--- src/rtl/seven_segment_pkg.sv ---
`default_nettype none
// ============================================================================
// Module      : seven_segment_pkg
// Description : Segment patterns {a,b,c,d,e,f,g} and sizing helpers for the
//               multiplexed seven-segment scanner.
// Revision    : 1.0
// ============================================================================
package seven_segment_pkg;

    localparam logic [6:0] SEG_0     = 7'b1111110;
    localparam logic [6:0] SEG_1     = 7'b0110000;
    localparam logic [6:0] SEG_2     = 7'b1101101;
    localparam logic [6:0] SEG_3     = 7'b1111001;
    localparam logic [6:0] SEG_4     = 7'b0110011;
    localparam logic [6:0] SEG_5     = 7'b1011011;
    localparam logic [6:0] SEG_6     = 7'b1011111;
    localparam logic [6:0] SEG_7     = 7'b1110000;
    localparam logic [6:0] SEG_8     = 7'b1111111;
    localparam logic [6:0] SEG_9     = 7'b1111011;
    localparam logic [6:0] SEG_A     = 7'b1110111;
    localparam logic [6:0] SEG_B     = 7'b0011111;
    localparam logic [6:0] SEG_C     = 7'b1001110;
    localparam logic [6:0] SEG_D     = 7'b0111101;
    localparam logic [6:0] SEG_E     = 7'b1001111;
    localparam logic [6:0] SEG_F     = 7'b1000111;
    localparam logic [6:0] SEG_E_ERR = 7'b1001111;
    localparam logic [6:0] SEG_BLANK = 7'b0000000;

    // Width of a counter that spans 0..div-1.
    function automatic int presc_width(input int div);
        return (div > 2) ? $clog2(div) : 1;
    endfunction

endpackage
`default_nettype wire

--- src/rtl/seven_segment_decode.sv ---
`default_nettype none
// ============================================================================
// Module      : seven_segment_decode
// Description : Combinational hex nibble to seven-segment pattern decoder.
// Revision    : 1.0
// ============================================================================
module seven_segment_decode
    import seven_segment_pkg::*;
(
    input  logic [3:0] nibble,
    output logic [6:0] seg
);

    always_comb begin
        seg = SEG_BLANK;
        case (nibble)
            4'h0:    seg = SEG_0;
            4'h1:    seg = SEG_1;
            4'h2:    seg = SEG_2;
            4'h3:    seg = SEG_3;
            4'h4:    seg = SEG_4;
            4'h5:    seg = SEG_5;
            4'h6:    seg = SEG_6;
            4'h7:    seg = SEG_7;
            4'h8:    seg = SEG_8;
            4'h9:    seg = SEG_9;
            4'hA:    seg = SEG_A;
            4'hB:    seg = SEG_B;
            4'hC:    seg = SEG_C;
            4'hD:    seg = SEG_D;
            4'hE:    seg = SEG_E;
            4'hF:    seg = SEG_F;
            default: seg = SEG_BLANK;
        endcase
    end

endmodule
`default_nettype wire

--- src/rtl/seven_segment_scan.sv ---
`default_nettype none
// ============================================================================
// Module      : seven_segment_scan
// Description : Time-multiplexed multi-digit seven-segment driver with
//               frame-synchronous value update. Optional leading-zero
//               blanking is enabled by SEVEN_SEG_LEADING_ZERO_BLANK_EN.
// Revision    : 1.0
// ============================================================================
module seven_segment_scan
    import seven_segment_pkg::*;
#(
    parameter int DIGITS      = 4,
    parameter int REFRESH_DIV = 50000
)(
    input  logic                  clk,
    input  logic                  rst_n,
    input  logic                  load,
    input  logic [4*DIGITS-1:0]   value,
    input  logic [DIGITS-1:0]     dp,
    input  logic                  error,
    output logic                  seg_a,
    output logic                  seg_b,
    output logic                  seg_c,
    output logic                  seg_d,
    output logic                  seg_e,
    output logic                  seg_f,
    output logic                  seg_g,
    output logic                  seg_dp,
    output logic [DIGITS-1:0]     an,
    output logic                  frame_done
);

    localparam int c_PW = presc_width(REFRESH_DIV);
    localparam int c_IW = $clog2(DIGITS);
    localparam logic [c_PW-1:0]   c_PRESC_LAST = c_PW'(REFRESH_DIV - 1);
    localparam logic [c_PW-1:0]   c_PRESC_ONE  = c_PW'(1);
    localparam logic [c_IW-1:0]   c_IDX_LAST   = c_IW'(DIGITS - 1);
    localparam logic [c_IW-1:0]   c_IDX_ONE    = c_IW'(1);
    localparam logic [DIGITS-1:0] c_AN_ONE     = DIGITS'(1);

    logic [c_PW-1:0]     r_presc;
    logic [c_IW-1:0]     r_idx;
    logic [4*DIGITS-1:0] r_shadow_val;
    logic [DIGITS-1:0]   r_shadow_dp;
    logic [4*DIGITS-1:0] r_disp_val;
    logic [DIGITS-1:0]   r_disp_dp;
    logic                r_pending;
    logic                r_wrap_d;
    logic [6:0]          r_seg;
    logic                r_dp;
    logic [DIGITS-1:0]   r_an;
    logic                r_frame_done;

    logic                w_tick;
    logic                w_wrap;
    logic [3:0]          w_nibble;
    logic [6:0]          w_dec_seg;
    logic [6:0]          w_seg_next;
    logic                w_dp_next;

    assign w_tick   = (r_presc == c_PRESC_LAST);
    assign w_wrap   = w_tick && (r_idx == c_IDX_LAST);
    assign w_nibble = r_disp_val[{r_idx, 2'b00} +: 4];

    seven_segment_decode u_decode (
        .nibble (w_nibble),
        .seg    (w_dec_seg)
    );

    always_comb begin
        w_seg_next = w_dec_seg;
        w_dp_next  = r_disp_dp[r_idx];
`ifdef SEVEN_SEG_LEADING_ZERO_BLANK_EN
        // Blank when this and every higher nibble is zero; digit 0 always lit.
        if ((r_idx != '0) && ((r_disp_val >> {r_idx, 2'b00}) == '0)) begin
            w_seg_next = SEG_BLANK;
            w_dp_next  = 1'b0;
        end
`endif
        if (error) begin
            w_seg_next = SEG_E_ERR;
            w_dp_next  = 1'b0;
        end
    end

    always_ff @(posedge clk) begin
        if (!rst_n) begin
            r_presc      <= '0;
            r_idx        <= '0;
            r_shadow_val <= '0;
            r_shadow_dp  <= '0;
            r_disp_val   <= '0;
            r_disp_dp    <= '0;
            r_pending    <= 1'b0;
            r_wrap_d     <= 1'b0;
            r_seg        <= '0;
            r_dp         <= 1'b0;
            r_an         <= '0;
            r_frame_done <= 1'b0;
        end else begin
            r_presc <= w_tick ? '0 : r_presc + c_PRESC_ONE;
            if (w_tick) begin
                r_idx <= w_wrap ? '0 : r_idx + c_IDX_ONE;
            end

            // Display only changes at the frame wrap, so a frame never tears.
            if (load) begin
                r_shadow_val <= value;
                r_shadow_dp  <= dp;
                if (w_wrap) begin
                    r_disp_val <= value;
                    r_disp_dp  <= dp;
                    r_pending  <= 1'b0;
                end else begin
                    r_pending  <= 1'b1;
                end
            end else if (w_wrap && r_pending) begin
                r_disp_val <= r_shadow_val;
                r_disp_dp  <= r_shadow_dp;
                r_pending  <= 1'b0;
            end

            // Two stages so the pulse lines up with digit 0's first an cycle.
            r_wrap_d     <= w_wrap;
            r_frame_done <= r_wrap_d;

            r_an  <= c_AN_ONE << r_idx;
            r_seg <= w_seg_next;
            r_dp  <= w_dp_next;
        end
    end

    assign {seg_a, seg_b, seg_c, seg_d, seg_e, seg_f, seg_g} = r_seg;
    assign seg_dp     = r_dp;
    assign an         = r_an;
    assign frame_done = r_frame_done;

endmodule
`default_nettype wire

--- config.mk ---
export PLATFORM = sky130hd
export DESIGN_NAME = seven_segment_scan
export DESIGN_NICKNAME = d
export VERILOG_FILES = /design/src/rtl/seven_segment_pkg.sv /design/src/rtl/seven_segment_decode.sv /design/src/rtl/seven_segment_scan.sv
export SDC_FILE = /design/constraint.sdc
export NUM_CORES = 1
export LEC_CHECK = 0
export ABC_AREA = 1
export CORE_MARGIN = 3
export CORE_UTILIZATION = 30
export DETAILED_ROUTE_END_ITERATION = 10
export GPL_ROUTABILITY_DRIVEN = 1
export GPL_TIMING_DRIVEN = 0
export PLACE_DENSITY = 0.53
export SLEW_MARGIN = 20
export SYNTH_ARGS = -nofsm -noshare
export SYNTH_HDL_FRONTEND = slang
export SYNTH_HIERARCHICAL = 1
export SYNTH_SLANG_ARGS = --single-unit
--- constraint.sdc ---
create_clock -name clk -period 1.9 [get_ports clk]
set_clock_uncertainty 0.1 [all_clocks]
set_input_delay 0.19 -clock clk [delete_from_list [all_inputs] [get_ports clk]]
set_output_delay 0.19 -clock clk [all_outputs]
set_load 0.005 [all_outputs]
Word level (Yosys, flattened, before mapping)
Memories as Yosys holds them, arrays and structs flattened.
Cells that the tools add are included.
{ "totals": {"register_bits": 73, "latchBits": 0, "ramBits": 0, "rom_bits": 112, "in_bits": 24, "output_inout_bits": 13, "wordCells": 42, "mem_count": 1} }
{ "memory_table": {"columns": ["memory", "depth", "word_bits", "read_ports", "rd_clocked_by_memory_dff", "write_ports", "line", "source"], "rows": [
  ["(name not given)", 16, 7, 1, 0, 0, "seven_segment_decode.sv:16", "case (nibble)"]
]} }
{ "classes": {"addsub": 2, "n_mul": 0, "div": 0, "magnitude_cmp": 1, "n_eq_ne": 3, "shifts": 2, "n_mux": 13, "n_bitwise": 1, "n_reduce_logical": 6} }
{ "op_table": {"columns": ["operator", "n"], "rows": [
  ["16-bit 2-to-1 mux", 3],
  ["16-bit by 1-bit adder with 16-bit output (second input constant)", 1],
  ["16-bit == test (second input constant)", 1],
  ["16-bit by 5-bit indexed part select with 4-bit output", 1],
  ["4-bit 2-to-1 mux", 3],
  ["7-bit 2-to-1 mux", 1],
  ["1-bit 2-to-1 mux", 4],
  ["2-bit OR reduction", 2],
  ["1-bit by 2-bit left shift with 4-bit output (first input constant)", 1],
  ["2-bit by 3-bit less-than comparator with 1-bit output (second input constant)", 1],
  ["2-bit by 1-bit adder with 2-bit output (second input constant)", 1],
  ["1-bit binary-select mux with 2-bit select", 1],
  ["2-bit == test (second input constant)", 1],
  ["1-bit logical AND", 2],
  ["2-bit 2-to-1 mux", 1],
  ["2-bit by 1-bit inequality test with 1-bit output (second input constant)", 1],
  ["2-bit AND reduction", 1],
  ["2-bit nonzero test", 1],
  ["1-bit NOT", 1]
]} }

Depth between registers and ports, before layout
Gate-level depths: netlist of the first run.
{ "depth": {"ltp_word": 5, "ltp_mapped": 13, "ltp_nobuf": 12} }

Modules after synthesis
The synthesis of the first run kept the hierarchy.
{ "by_module_without_submodules": {"columns": ["module", "instances", "cells_per_inst", "area_each_um2", "seq_area_each_um2"], "rows": [
  ["seven_segment_scan", 1, 383, 3049.2, 1461.4],
  ["seven_segment_decode", 1, 54, 299.0, 0.0]
]} }

Least setup slack after synthesis of the first run
OpenSTA, ideal clock, no wires.
{ "synth_timing": {"kind": "register to register", "start": "register r_idx[0]", "end": "register r_seg[3]", "setup_time_ns": 0.128, "arrival_ns": 1.835, "t_required_ns": 1.672, "slack_ns": -0.163, "stages_incl_launch_ff": 12, "path_buffers": 1, "period_less_slack_ns": 2.063, "path_cell_list": "dfxtp_1 clkbuf_1 o21ai_0 o22ai_1 inv_1 ha_1 nand2_2 o21ai_2 nand2_1 nand2_1 nor2_1 nor2_1"} }
{ "synth_between": {"elab_chain_cells": 3} }
{ "synth_rtl": {"columns": ["element", "line", "source"], "rows": [
  ["start: declaration", "seven_segment_scan.sv:42", "logic [c_IW-1:0] r_idx;"],
  ["start signal: assignment", "seven_segment_scan.sv:103", "r_idx <= w_wrap ? '0 : r_idx + c_IDX_ONE;"],
  ["16-bit by 5-bit indexed part select with 4-bit output", "seven_segment_scan.sv:63", "assign w_nibble = r_disp_val[{r_idx, 2'b00} +: 4];"],
  ["net w_nibble[0]", "seven_segment_scan.sv:56", "logic [3:0] w_nibble;"],
  ["memory read 16 x 7 bit", null, null],
  ["net w_dec_seg[3]", "seven_segment_scan.sv:57", "logic [6:0] w_dec_seg;"],
  ["7-bit 2-to-1 mux", "seven_segment_scan.sv:80", "if (error) begin"],
  ["end signal: assignment", "seven_segment_scan.sv:128", "r_seg <= w_seg_next;"],
  ["end: declaration", "seven_segment_scan.sv:49", "logic [6:0] r_seg;"]
]} }
The timed path passes the listed nets, and every way through them passes these cells.
A chain may end at the register's enable or synchronous reset.

Worst setup path after layout of the first run
{ "layout_timing": {"start": "register r_idx[0]", "end": "register r_seg[1]"} }
Same word-level chain as after synthesis.

==> results of run 1 <==
==> flip-flops by register name, summed over array words and instances, names as in the netlist <==
name	count
an	4
r_shadow_val	16
r_idx	2
r_disp_dp	4
seg_dp	1
r_disp_val	16
r_wrap_d	1
r_pending	1
r_seg	7
r_presc	16
frame_done	1
r_shadow_dp	4
==> path summary, 6_finish.rpt <==
path / start / to / slack (ps) / depth (start not counted)
worst min register to register: r_wrap_d$_SDFF_PN0_ / frame_done$_SDFF_PN0_ / 350 / 2
worst max-delay path: r_idx[0]$_SDFFE_PN0P_ / r_seg[1]$_SDFF_PN0_ / 100 / 13
worst min-delay path: rst_n / r_idx[0]$_SDFFE_PN0P_ / 130 / 3
worst max register to register: r_idx[0]$_SDFFE_PN0P_ / r_seg[1]$_SDFF_PN0_ / 100 / 13
==> synthesized netlist by cell type, types with 2 or more instances <==
cell | n | share of area, %
buf_4 | 2 | 0.45
nand3_1 | 11 | 1.6
nand2_1 | 74 | 8.3
inv_2 | 3 | 0.34
nor3_1 | 8 | 1.2
o22ai_1 | 4 | 0.75
buf_6 | 5 | 1.7
clkbuf_1 | 11 | 1.2
nor2_4 | 4 | 1.3
nand4_1 | 25 | 4.7
inv_1 | 26 | 2.9
nand2_2 | 8 | 1.5
buf_2 | 3 | 0.45
o21ai_0 | 12 | 1.8
a21oi_1 | 10 | 1.5
nor3_2 | 2 | 0.60
xor2_1 | 3 | 0.78
nor2_1 | 109 | 12
or2_2 | 2 | 0.37
nand3_2 | 2 | 0.60
dfxtp_1 | 73 | 44
xnor2_1 | 2 | 0.52
ha_1 | 9 | 3.4
mux2i_1 | 20 | 6.0
==> area by class of cell <==
class                   count  share of cell area [%]
plain buffers              22                    3.66
flip-flops and latches     73                    34.1
clock inverters             4                    2.30
inverters                  30                    2.91
clock buffers              12                    3.37
multi-input cells         312                    39.5
well taps                 136                    3.95
repair buffers             47                    10.3
==> metal layers <==
layer  track usage, %  routed length, µm
met2             19.2               3270
met3             4.02                365
met5                0                  0
met4             4.14                134
met1             18.0               3940
==> per-stage QoR <==
| step | cells | setup slack, ps | total power, µW | TNS [ps] |
|---|---|---|---|---|
| after floorplan | 437 | 20.2 | 1720 | 0 |
| after global placement | 608 | -308 | 1820 | -1410 |
| after detailed placement | 608 | -354 | 1820 | -1650 |
| after CTS | 628 | 5.28 | 3320 | 0 |
| after global routing | 636 | -24.9 | 3400 | -74.6 |
| final | 636 | 101 | 3270 | 0 |
==> cell families after synthesis <==
family          after synthesis  share of synthesized area, %
compound gates               28                          4.45
xor+xnor                      5                          1.31
simple gates                250                          33.8
flops                        73                          43.6
buf+inv                      52                          7.44
fa+ha+maj                     9                          3.36
mux                          20                          5.98
==> power by group <==
group	leakage, µW	total [µW]	internal (µW)	switching (µW)
Sequential	0.000597	1580	1570	12.0
Combinational	0.00103	203	99.8	103
Clock	0.000121	1490	915	572
Total	0.00175	3270	2580	687
==> what timing repair did <==
action	4_1_cts	5_1_grt
hold buffers	0	0
pin swaps	2	6
gates resized for setup	13	21
setup endpoints to repair	7	6
gates cloned	0	1
buffers inserted	4	7
==> worst reg2reg max path, delay by kind of cell (launching register included) <==
family,cells,cell delay (ps)
compound gates,1,230
flops,1,380
fa+ha+maj,1,130
buf+inv,4,390
simple gates,7,420
==> results.md, run 1 <==
- Status: completed
- Sequential-to-total area share from yosys stat: 43.6%
- Final setup violation count: 0
- Pleak: 0.00175 µW
- IO Pins: 37
- Area occupied by multi-input gates: 1700 µm²
- Hold Slack: 132 ps
- Kind of critical path: register to register
- Max-slew violation count: 0
- Ant diodes: 0
- Number of global-route vias before repair: 2,789
- CTS sink count: 73
- Placer Congestion: 0.842
- Avg Cell Area, Syn: 7.66 µm²
- Max-cap violations: 0
- Worst skew pair latency: 350 ps
- Number of antenna violations at the first check in global routing: 0
- Gr ovfl total: 0
- RSZ-0062 raised after global routing: yes
- GRT Total Usage: 13.0%
- Ys async rst share: 0%
- Clk slew on worst S/H paths: 80 ps
- Fillers: 1,112
- Vert. Die Dim: 112 µm
- Worst-path cell chain: inv_4 > buf_6 > nor2_2 > o22ai_2 > buf_4 > ha_4 > inv_2 > nand2_2 > nand2_1 > nand2_1 > nand2_1 > nor2_1 > nor2_1
- Cell Area, Synth: 3350 µm²
- Vias per std cell: 4.54
- Arrival time of the worst setup path: 1910 ps
- Commonest non-fill, non-tap cell in the layout: nor2_1
- Starting Density: 31.6%
- CP Buf/Inv Count: 4
- Drt pass-1 iters: 4
- Kind of end point of the critical path: register
- Synth warn: 6
- DR DRC count: 0
- First-pass GRT wire length: 13,200 µm
- Min Tclk post-route: 1800 ps
- Cell count after synthesis: 437
- Syn-to-layout area delta: 28.5%
- CP max FO: 5
- Full die area: 12,500 µm²
- Most used cell, CP: nand2_1
- Hold Path Class: input port to register
- CP max stage delay: 380 ps
- Pin count of the biggest net entering global routing: 13
- CORE AREA: 10,600 µm²
- Most frequent cells in the layout: nor2_1, nand2_1, dfxtp_1
- Finished Core Util: 40.6%
- Worst path slowest cell: dfxtp_4
- Root buffer cell: clkbuf_8
- Die W: 112 µm
- Startpoint types: register
- H-tree levels: 3
- TritonCTS Buffers: 9
- Worst Max-Slew Pin Slew: 589 ps
- NumNets Final: 528
- Post-route antenna net violation count: 0
- Final Cell Area: 4300 µm²
- Detailed placement HPWL: 5710 µm
- Flop and latch count out of synthesis: 73
- Synth cell types: 33
- Syn nets: 470
- CTS max path bufs: 2
- Via count: 2,885
- Power Density: 760 nW/µm²
- Max Freq: 0.556 GHz
- TritonCTS clock tree: done
- Tcrit/Tclk final: 94.7%
- Layout cell share with drive strength beyond 1: 16.2%
- Main flop type after synthesis: dfxtp_1
- Worst rel slew slack: 60.7%
- Worst Path Required: 2010 ps
- Port bufs: 35
- Delay-heaviest family, CP: simple AND/OR/NAND/NOR gates
- DR WL/cell: 12.1 µm
- Initial DRC count: 104
- Post-synth EDFFs: 0
- Post-DP Area: 3880 µm²
- Routed WL: 7710 µm
- Peak supply drop: 0.000555 V
- Register area: 1470 µm²
- Final Hold Fails: 0
- Row cnt: 37
Note: power is estimated with default switching activity, not from simulation.
==> run 2, diff against run 1 <==
PLACE_DENSITY = 0.51   (was 0.53)
clock period = 1.7 ns   (was 1.9 ns; I/O delays follow)
==> run 2 against run 1 <==
The flow now finishes with violations (setup timing). Count of clock-buffer cells in the layout unchanged. Global-route usage up 0.80 points. Maximum frequency down 0.14%. Non-clock buffer count up 11. Critical path type unchanged. Critical endpoint is now r_seg[3]$_SDFF_PN0_. Largest cell class unchanged.
==> results.md, run 2 (same netlist as run 1, synthesis figures left out) <==
- Status: finished with violations
- Failing checks: setup timing
- Initial DRC count: 136
- Finished Core Util: 42.9%
- Detailed placement HPWL: 5750 µm
- Overall Power: 3390 µW
- CORE AREA: 10,600 µm²
- H-tree levels: 3
- Row cnt: 37
- Worst Max-Slew Pin Slew: 639 ps
- Worst Path Required: 1820 ps
- Peak supply drop: 0.000433 V
- Pleak: 0.00185 µW
- Setup WS post-layout: -101 ps
- Kind of critical path: register to register
- Final Hold Fails: 0
- Routed WL: 8680 µm
- Most frequent cells in the layout: nor2_1, nand2_1, dfxtp_1
- Drt pass-1 iters: 5
- Arrival time of the worst setup path: 1920 ps
- Power Density: 745 nW/µm²
- Final setup violation count: 5
- Root buffer cell: clkbuf_8
- Hold_buf cts: 0
- Final Cell Area: 4550 µm²
- Max-slew violation count: 0
- DR DRC count: 0
- Setup_tns: -408 ps
- Ant diodes: 0
- GRT Total Usage: 13.8%
- Worst skew pair latency: 350 ps
- Starting Density: 31.6%
- Post-DP Area: 3910 µm²
- Full die area: 12,500 µm²
- Pin count of the biggest net entering global routing: 12
- IO Pins: 37
- Vias per std cell: 4.68
- Commonest non-fill, non-tap cell in the layout: nor2_1
- Via count: 3,021
- Worst rel slew slack: 57.4%
- Hold Path Class: input port to register
- Kind of end point of the critical path: register
- Number of global-route vias before repair: 2,875
- Clk slew on worst S/H paths: 80 ps
- DR WL/cell: 13.4 µm
- Min Tclk post-route: 1800 ps
- RSZ-0062 raised after global routing: yes
- NumNets Final: 539
- TritonCTS clock tree: done
- Layout cell share with drive strength beyond 1: 22.9%
- CTS max path bufs: 2
- Syn-to-layout area delta: 35.8%
- Placer Congestion: 0.822
- Tcrit/Tclk final: 106%
- Fillers: 1,052
- Gr ovfl total: 0
- Vert. Die Dim: 112 µm
- Max Freq: 0.555 GHz
- Pre-CTS setup slack: -279 ps
- Number of antenna violations at the first check in global routing: 0
- Port bufs: 35
- CP max FO: 5
- First-pass GRT wire length: 14,000 µm
- Die W: 112 µm
- TritonCTS Buffers: 9
- Max-cap violations: 0
- Post-route antenna net violation count: 0
- CTS sink count: 73
- Biggest regs: r_disp_val: 16 flops, r_presc: 16 flops, r_shadow_val: 16 flops
- Startpoint types: register
==> run 2: cell count changes in the layout (fill, tap and decap cells not counted), moves of 3 or more <==
cell,delta
nor2_1,-6
dfxtp_2,+3
o21ai_2,-3
clkbuf_1,-3
inv_1,-3
buf_6,+6
nor2_2,+5
ha_4,+3
o21ai_4,+4
ha_1,-5
dfxtp_1,-4
buf_4,+4
==> run 2: final timing paths <==
| kind | from | endpoint | slack [ps] | cells after the start |
|---|---|---|---|---|
| worst max-delay path | r_idx[0]$_SDFFE_PN0P_ | r_seg[3]$_SDFF_PN0_ | -100 | 12 |
| worst min-delay path | rst_n | r_disp_val[14]$_SDFFE_PN0P_ | 120 | 3 |
| worst max register to register | r_idx[0]$_SDFFE_PN0P_ | r_seg[3]$_SDFF_PN0_ | -100 | 12 |
| worst min register to register | r_presc[0]$_SDFF_PP0_ | r_presc[0]$_SDFF_PP0_ | 340 | 1 |
==> run 2: cell type report <==
class | instances | area, µm² | area share (%)
multi-input combinational | 312 | 1840 | 40.5
sequential | 73 | 1470 | 32.4
timing repair buffer | 58 | 558 | 12.3
buffer | 22 | 176 | 3.88
tap | 136 | 170 | 3.74
clock buffer | 12 | 155 | 3.41
inverter | 30 | 130 | 2.86
clock inverter | 3 | 40.0 | 0.881
==> run 2: worst max-delay path: stages, from the launching register on <==
cell     delay, ps
dfxtp_4        380
inv_4           60
buf_8          130
nor2_4          40
o22ai_4        240
inv_4           90
ha_4           250
nand2_4         60
o21ai_2         50
nand2_1         50
nand2_1         70
nor2_2          90
nor2_1          50
==> run 2: what timing repair did <==
action	4_1_cts	5_1_grt
cloned	0	3
buffers inserted	11	9
resized for setup	19	61
pin swaps	9	13
endpoints found under the setup margin	35	37
==> run 2: per-layer routing <==
| metal | vias up | part of all wire [%] | GRT usage (%) | routed length, µm |
|---|---|---|---|---|
| met5 | - | 0 | 0 | 0 |
| met4 | 0 | 1.8 | 5.11 | 160 |
| met3 | 13 | 3.6 | 3.32 | 311 |
| met2 | 59 | 45 | 20.9 | 3890 |
| met1 | 1395 | 50 | 19.0 | 4330 |
| li1 | 1554 | - | - | - |
==> run 2: metrics by stage <==
step / hold WS [ps] / instances
2_1_floorplan: 190 / 437
3_3_place_gp: 328 / 608
3_5_place_dp: 315 / 608
4_1_cts: 111 / 634
5_1_grt: 144 / 646
6_report: 119 / 646
==> run 2: report_power, final <==
part | switching [µW] | total, µW | internal (µW)
Clock | 639 | 1390 | 747
Combinational | 117 | 231 | 114
Sequential | 16.3 | 1770 | 1750
